## src/rtl/mux_scan_ctrl_pkg.sv

```systemverilog
// Shared definitions for the 4:1 mux scan controller: FSM states,
// channel count, select width and the default settle time.
package mux_scan_pkg;

  localparam int NCH            = 4;
  localparam int SEL_W          = 2;
  localparam int CNT_W          = 4;
  localparam int DEFAULT_SETTLE = 1;

  typedef enum logic [1:0] {
    ST_IDLE   = 2'd0,
    ST_SETTLE = 2'd1,
    ST_SAMPLE = 2'd2,
    ST_DONE   = 2'd3
  } scan_state_e;

endpackage

```

## src/rtl/mux_scan_ctrl_if.sv

```systemverilog
// Scan request, mux select/data and result signals between the scan
// controller (slave) and whoever requests scans and owns the mux (master).
interface mux_scan_ctrl_if;

  logic       start;
  logic       abort;
  logic       mux_out;
  logic       s1;
  logic       s0;
  logic       busy;
  logic       done;
  logic [3:0] sample;
  logic       max_valid;
  logic [1:0] max_idx;

  modport slave (
    input  start, abort, mux_out,
    output s1, s0, busy, done, sample, max_valid, max_idx
  );

  modport master (
    output start, abort, mux_out,
    input  s1, s0, busy, done, sample, max_valid, max_idx
  );

endinterface

```

## src/rtl/mux_scan_ctrl_prio_enc4.sv

```systemverilog
// 4-bit priority encoder: reports whether any bit is set and the index
// of the highest set bit (0 when nothing is set).
module prio_enc4 (
  input  logic [3:0] vec,
  output logic       valid,
  output logic [1:0] idx
);

  // Highest set bit wins; the index defaults to 0 for an all-zero vector.
  always_comb begin
    valid = |vec;
    idx   = 2'd0;
    if (vec[3])      idx = 2'd3;
    else if (vec[2]) idx = 2'd2;
    else if (vec[1]) idx = 2'd1;
  end

endmodule

```

## src/rtl/mux_scan_ctrl.sv

```systemverilog
// Steps the select lines of a downstream 4:1 mux through all channels,
// waits SETTLE cycles on each, captures the mux output into a shadow
// register and publishes the result with a priority-encoded summary.
module mux_scan_ctrl
  import mux_scan_pkg::*;
#(
  parameter int SETTLE = DEFAULT_SETTLE
) (
  input logic              clk,
  input logic              rst_n,
  mux_scan_ctrl_if.slave   bus
);

  localparam logic [CNT_W-1:0] SETTLE_LAST = CNT_W'(SETTLE - 1);
  localparam logic [SEL_W-1:0] LAST_CH     = SEL_W'(NCH - 1);

  scan_state_e      state_q, state_d;
  logic [SEL_W-1:0] ch_q, ch_d;
  logic [CNT_W-1:0] cnt_q, cnt_d;
  logic [NCH-1:0]   shadow_q, shadow_d;
  logic [SEL_W-1:0] sel_q, sel_d;
  logic             publish;

  logic [NCH-1:0]   sample_q;
  logic             max_valid_q;
  logic [1:0]       max_idx_q;

  logic             enc_valid;
  logic [1:0]       enc_idx;

  // Summary of the shadow contents as they will look after this edge, so
  // the registered result lines up with the published sample.
  prio_enc4 u_prio_enc4 (
    .vec   (shadow_d),
    .valid (enc_valid),
    .idx   (enc_idx)
  );

  // Next-state logic; abort cancels SETTLE/SAMPLE but never a DONE pulse.
  always_comb begin
    state_d  = state_q;
    ch_d     = ch_q;
    cnt_d    = cnt_q;
    shadow_d = shadow_q;
    publish  = 1'b0;
    case (state_q)
      ST_IDLE: begin
        if (bus.start && !bus.abort) begin
          state_d  = ST_SETTLE;
          ch_d     = '0;
          cnt_d    = '0;
          shadow_d = '0;
        end
      end
      ST_SETTLE: begin
        if (bus.abort) begin
          state_d = ST_IDLE;
          ch_d    = '0;
          cnt_d   = '0;
        end else begin
          cnt_d = cnt_q + 1'b1;
          if (cnt_q == SETTLE_LAST) state_d = ST_SAMPLE;
        end
      end
      ST_SAMPLE: begin
        if (bus.abort) begin
          state_d = ST_IDLE;
          ch_d    = '0;
          cnt_d   = '0;
        end else begin
          shadow_d[ch_q] = bus.mux_out;
          if (ch_q == LAST_CH) begin
            state_d = ST_DONE;
            ch_d    = '0;
            cnt_d   = '0;
            publish = 1'b1;
          end else begin
            state_d = ST_SETTLE;
            ch_d    = ch_q + 1'b1;
            cnt_d   = '0;
          end
        end
      end
      ST_DONE: begin
        state_d = ST_IDLE;
      end
      default: begin
        state_d = ST_IDLE;
        ch_d    = '0;
        cnt_d   = '0;
      end
    endcase

    sel_d = ((state_d == ST_SETTLE) || (state_d == ST_SAMPLE)) ? ch_d : '0;
  end

  // Scan state, channel, settle counter, shadow and select registers.
  always_ff @(posedge clk or negedge rst_n) begin
    if (!rst_n) begin
      state_q  <= ST_IDLE;
      ch_q     <= '0;
      cnt_q    <= '0;
      shadow_q <= '0;
      sel_q    <= '0;
    end else begin
      state_q  <= state_d;
      ch_q     <= ch_d;
      cnt_q    <= cnt_d;
      shadow_q <= shadow_d;
      sel_q    <= sel_d;
    end
  end

  // Published results change only on the edge that enters DONE.
  always_ff @(posedge clk or negedge rst_n) begin
    if (!rst_n) begin
      sample_q    <= '0;
      max_valid_q <= 1'b0;
      max_idx_q   <= '0;
    end else if (publish) begin
      sample_q    <= shadow_d;
      max_valid_q <= enc_valid;
      max_idx_q   <= enc_idx;
    end
  end

  assign bus.s1        = sel_q[1];
  assign bus.s0        = sel_q[0];
  assign bus.busy      = (state_q == ST_SETTLE) || (state_q == ST_SAMPLE);
  assign bus.done      = (state_q == ST_DONE);
  assign bus.sample    = sample_q;
  assign bus.max_valid = max_valid_q;
  assign bus.max_idx   = max_idx_q;

endmodule

```

## src/flat_wrapper.sv

```systemverilog
// flat-port wrapper written by rule: the top's interface ports become plain ports
module mux_scan_ctrl_flat import mux_scan_pkg::*;
#(
  parameter int SETTLE = DEFAULT_SETTLE
)
  (clk, rst_n, bus_start, bus_abort, bus_mux_out, bus_s1, bus_s0, bus_busy, bus_done, bus_sample, bus_max_valid, bus_max_idx);
  mux_scan_ctrl_if bus_i ();
  input logic clk;
  input logic rst_n;
  input wire logic [$bits(bus_i.start)-1:0] bus_start;
  input wire logic [$bits(bus_i.abort)-1:0] bus_abort;
  input wire logic [$bits(bus_i.mux_out)-1:0] bus_mux_out;
  output wire logic [$bits(bus_i.s1)-1:0] bus_s1;
  output wire logic [$bits(bus_i.s0)-1:0] bus_s0;
  output wire logic [$bits(bus_i.busy)-1:0] bus_busy;
  output wire logic [$bits(bus_i.done)-1:0] bus_done;
  output wire logic [$bits(bus_i.sample)-1:0] bus_sample;
  output wire logic [$bits(bus_i.max_valid)-1:0] bus_max_valid;
  output wire logic [$bits(bus_i.max_idx)-1:0] bus_max_idx;
  assign bus_i.start = bus_start;
  assign bus_i.abort = bus_abort;
  assign bus_i.mux_out = bus_mux_out;
  assign bus_s1 = bus_i.s1;
  assign bus_s0 = bus_i.s0;
  assign bus_busy = bus_i.busy;
  assign bus_done = bus_i.done;
  assign bus_sample = bus_i.sample;
  assign bus_max_valid = bus_i.max_valid;
  assign bus_max_idx = bus_i.max_idx;
  mux_scan_ctrl #(.SETTLE(SETTLE)) u_core (.clk(clk), .rst_n(rst_n), .bus(bus_i));
endmodule
```

## config.mk

```make
export PLATFORM = sky130hd
export DESIGN_NAME = mux_scan_ctrl_flat
export DESIGN_NICKNAME = d
export VERILOG_FILES = /design/src/rtl/mux_scan_ctrl_pkg.sv /design/src/rtl/mux_scan_ctrl_if.sv /design/src/rtl/mux_scan_ctrl_prio_enc4.sv /design/src/rtl/mux_scan_ctrl.sv /design/src/flat_wrapper.sv
export SDC_FILE = /design/constraint.sdc
export NUM_CORES = 1
export LEC_CHECK = 0
export CORE_ASPECT_RATIO = 1.1
export CORE_UTILIZATION = 50
export DETAILED_ROUTE_END_ITERATION = 16
export DONT_BUFFER_PORTS = 1
export PLACE_DENSITY = 0.72
export SLEW_MARGIN = 40
export SYNTH_ARGS = -nofsm -noshare
export SYNTH_HDL_FRONTEND = slang
export SYNTH_SLANG_ARGS = --single-unit
export TNS_END_PERCENT = 30
```

## constraint.sdc

```tcl
create_clock -name clk -period 1.67 [get_ports clk]
set_input_delay 0.4175 -clock clk [delete_from_list [all_inputs] [get_ports clk]]
set_output_delay 0.4175 -clock clk [all_outputs]
set_load 0.02 [all_outputs]
```

==> out/qor.yml <==
yosys:
  synth-seq-area-share_pct: 45.65
  synthMuxAreaShare_pct: 4.239
  syn_inst: 108
  synth_xor_area_share_pct: 0.7609
  yosys.area_share.simple_pct: 16.85
  synth_area_um2: 1151
  synth_seq_cells: 21
  post_synth_fa_ha_maj_area_fraction_pct: 10.87
  ys_warn_count: 0
  synthDistinctLibCells: 31
  synth_top_family_by_area: "compound AO/OA/AOI/OAI gates"
  syn_nets: 123
  syn_avg_cell_area_um2: 10.66
  synth-compound-area-share_pct: 17.61
floorplanning:
  die_area_um2: 2499
  die_w_um: 47.75
  io_pins: 16
  start_util_pct: 55.22
  fp-row-count: 17
  core_um2: 2085
  die_h_um: 52.33
pwr:
  report.power.total_mw: 2.384
  p_per_area_nw_per_um2: 1559
  p_leak_nw: 0.7761
  irDropWorstVdd_mv: 1.117
detailed_routing:
  drc: 0
  routed_wl_um: 2524
  first_pass_iters: 6
  ant_nets: 0
  wl_per_cell_um: 14.85
  vias_per_cell: 5.247
  drt_iter0_drc: 13
  dr_total_vias: 892
final_layout:
  final_common_cell: "buf_4"
  fillerInstances: 152
  final_cell_mix: "buf_4, dfrtp_1, nand2_1, o21ai_0, ha_1"
  layout-drive-gt1-share_pct: 45.07
  nets: 158
  n_antenna_cell: 0
  area_growth_pct: 32.83
placed_design:
  io_buffers: 0
  hpwl_um: 1808
  gp_congestion: 0.7861
sta:
  setup_violations: 7
  fin_crit_sh_pct: 105.9
  max_slew.worst_pin.slew_ns: 0.4611
  rsz0062_at_grt: "true"
  worst_slack_ns: -0.09802
  fin_skew_ns: 0.001398
  fmax_ghz: 0.5656
  layout_min_cycle_time_ns: 1.768
  max-slew-margin-rel_pct: 69.26
  hold_viol_final: 0
  hold_ws_ns: 0.04824
  final-max-slew-violation-count: 0
flow_run:
  drv_cap: 0
critical_path:
  cp.required_ns: 1.87
  arrival_ns: 1.96
  slowest_delay_ns: 0.42
  cp-start-kind: "flop"
  critPathBufInv: 1
  crit_chain: "inv_1 > ha_2 > nor2b_4 > mux2_2 > a22o_1 > o32a_1"
  crit_path_top_delay_cell: "dfrtp_1"
  end_kind: "flop"
  critPathKind: "reg -> reg"
  crit_fanout: 3
  cp_top_family: "compound AO/OA/AOI/OAI gates"
run_status:
  status: "finished, violations left"
  violations: "setup timing"
clocking:
  cts.path.max_buffers: 2
  tritoncts: "yes"
  clkLatencyLatePin_ns: 0.30
  htreeDepth: 1
  cts_root_buffer: "clkbuf_4"
  cts.sinks: 21
  clk_pin_slew_ns: 0.11
  cts_made_buffers: 3
grt:
  grt_antenna_before_repair: 0
  grt_pass1_vias: 964
  grt_max_degree: 22
  grt_pass1_wl_um: 4022
  grtUsageTotal_pct: 23.22
  grt_overflow: 0
hold_path:
  min_path_type: "in -> async"
[sequential cells by signal (all words and copies together), names as in the netlist]
| register | flops |
|---|---|
| u_core.cnt_q | 4 |
| u_core.shadow_q | 4 |
| u_core.state_q | 2 |
| u_core.bus.max_valid | 1 |
| u_core.bus.sample | 4 |
| u_core.sel_q | 2 |
| u_core.bus.max_idx | 2 |
| u_core.ch_q | 2 |
[cell usage after synthesis, drive strengths merged]
library cell	n	area share, %
dfrtp	21	46
nand2	15	4.9
ha	10	11
inv	8	2.6
o21ai	7	3.0
nor2	5	1.6
nor2b	5	2.7
a22o	4	3.0
mux2	4	4.2
nand3	4	2.2
a21oi	3	1.3
and2b	3	2.0
a21o	2	1.3
a22oi	2	2.5
a31oi	2	1.1
nand2b	2	1.7
a2bb2oi	1	1.3
a311oi	1	0.76
and2	1	0.54
buf	1	0.98
clkbuf	1	0.43
nor3	1	0.43
o21a	1	0.65
o2bb2a	1	1.7
o32a	1	0.87
or3b	1	0.76
xnor2	1	0.76
[where the power goes]
group	internal, mW	total [mW]	switching (mW)	leakage, nW
registers	0.608	0.719	0.111	0.288
logic	0.768	1.42	0.656	0.473
clock network	0.0932	0.241	0.148	0.0150
total	1.47	2.38	0.915	0.776
[worst paths after layout]
path / slack (ns) / cells after the start / end / from
setup reg to reg: -0.1 / 6 / u_core.bus.max_valid / u_core.ch_q[1]
min in group clk: 0.37 / 3 / u_core.bus.max_valid / bus_mux_out
setup / recovery: -0.1 / 6 / u_core.bus.max_valid / u_core.ch_q[1]
max in group asynchronous: 1.31 / 1 / u_core.cnt_q[1] / rst_n
hold reg to reg: 0.58 / 1 / u_core.shadow_q[3] / u_core.shadow_q[3]
hold / removal: 0.05 / 1 / u_core.bus.sample[3] / rst_n
[layout make-up]
cell class                 count  area, um^2  share of cell area [%]
clock buffer                   4       26.28                   1.718
inverter                       8       30.03                   1.964
multi-input combinational     77       666.9                   43.62
sequential                    21       525.5                   34.37
tap                           28       35.03                   2.291
timing repair buffer          32       245.2                   16.04
[worst reg2reg max path, cell delays in order (launching register included)]
cell and delay (ns):
dfrtp_1 0.42, inv_1 0.09, ha_2 0.16, nor2b_4 0.12
mux2_2 0.32, a22o_1 0.20, o32a_1 0.35
[cell families (layout without fill, tap and decap cells)]
family                   count (synthesis)  count (layout)
AND/OR/NAND/NOR                         37              37
flip-flops                              21              21
adder cells (fa/ha/maj)                 10              10
buffers and inverters                   10              44
multiplexers                             4               4
XOR/XNOR                                 1               1
AO/OA/AOI/OAI                           25              25
[metrics by stage]
step                      utilization (%)  TNS (ns)  cells  setup WS (ns)  cell area [um^2]
after floorplan                         -   -0.1379    108       -0.07126              1160
after global placement              65.43   -0.1394    159       -0.09505              1364
after detailed placement            65.43   -0.3122    159        -0.1032              1364
after CTS                           69.81   -0.2199    166       -0.09979              1455
after global routing                73.35   -0.8838    170        -0.1585              1529
final                               73.35   -0.3333    170       -0.09802              1529
[routing by layer]
layer	global-route usage (%)	vias up	wire length, um
li1	-	441	-
met1	27.29	425	1102
met2	40.54	21	1299
met3	4.483	5	84
met4	7.870	0	38
met5	0	-	0
[what timing repair did]
action,CTS,global route
resized for setup,8,16
buffers inserted,2,4
pin swaps,2,3
endpoints found under the setup margin,8,12
hold endpoints to repair,21,0
hold buffers,1,0
(Power assumes the default switching activity.)
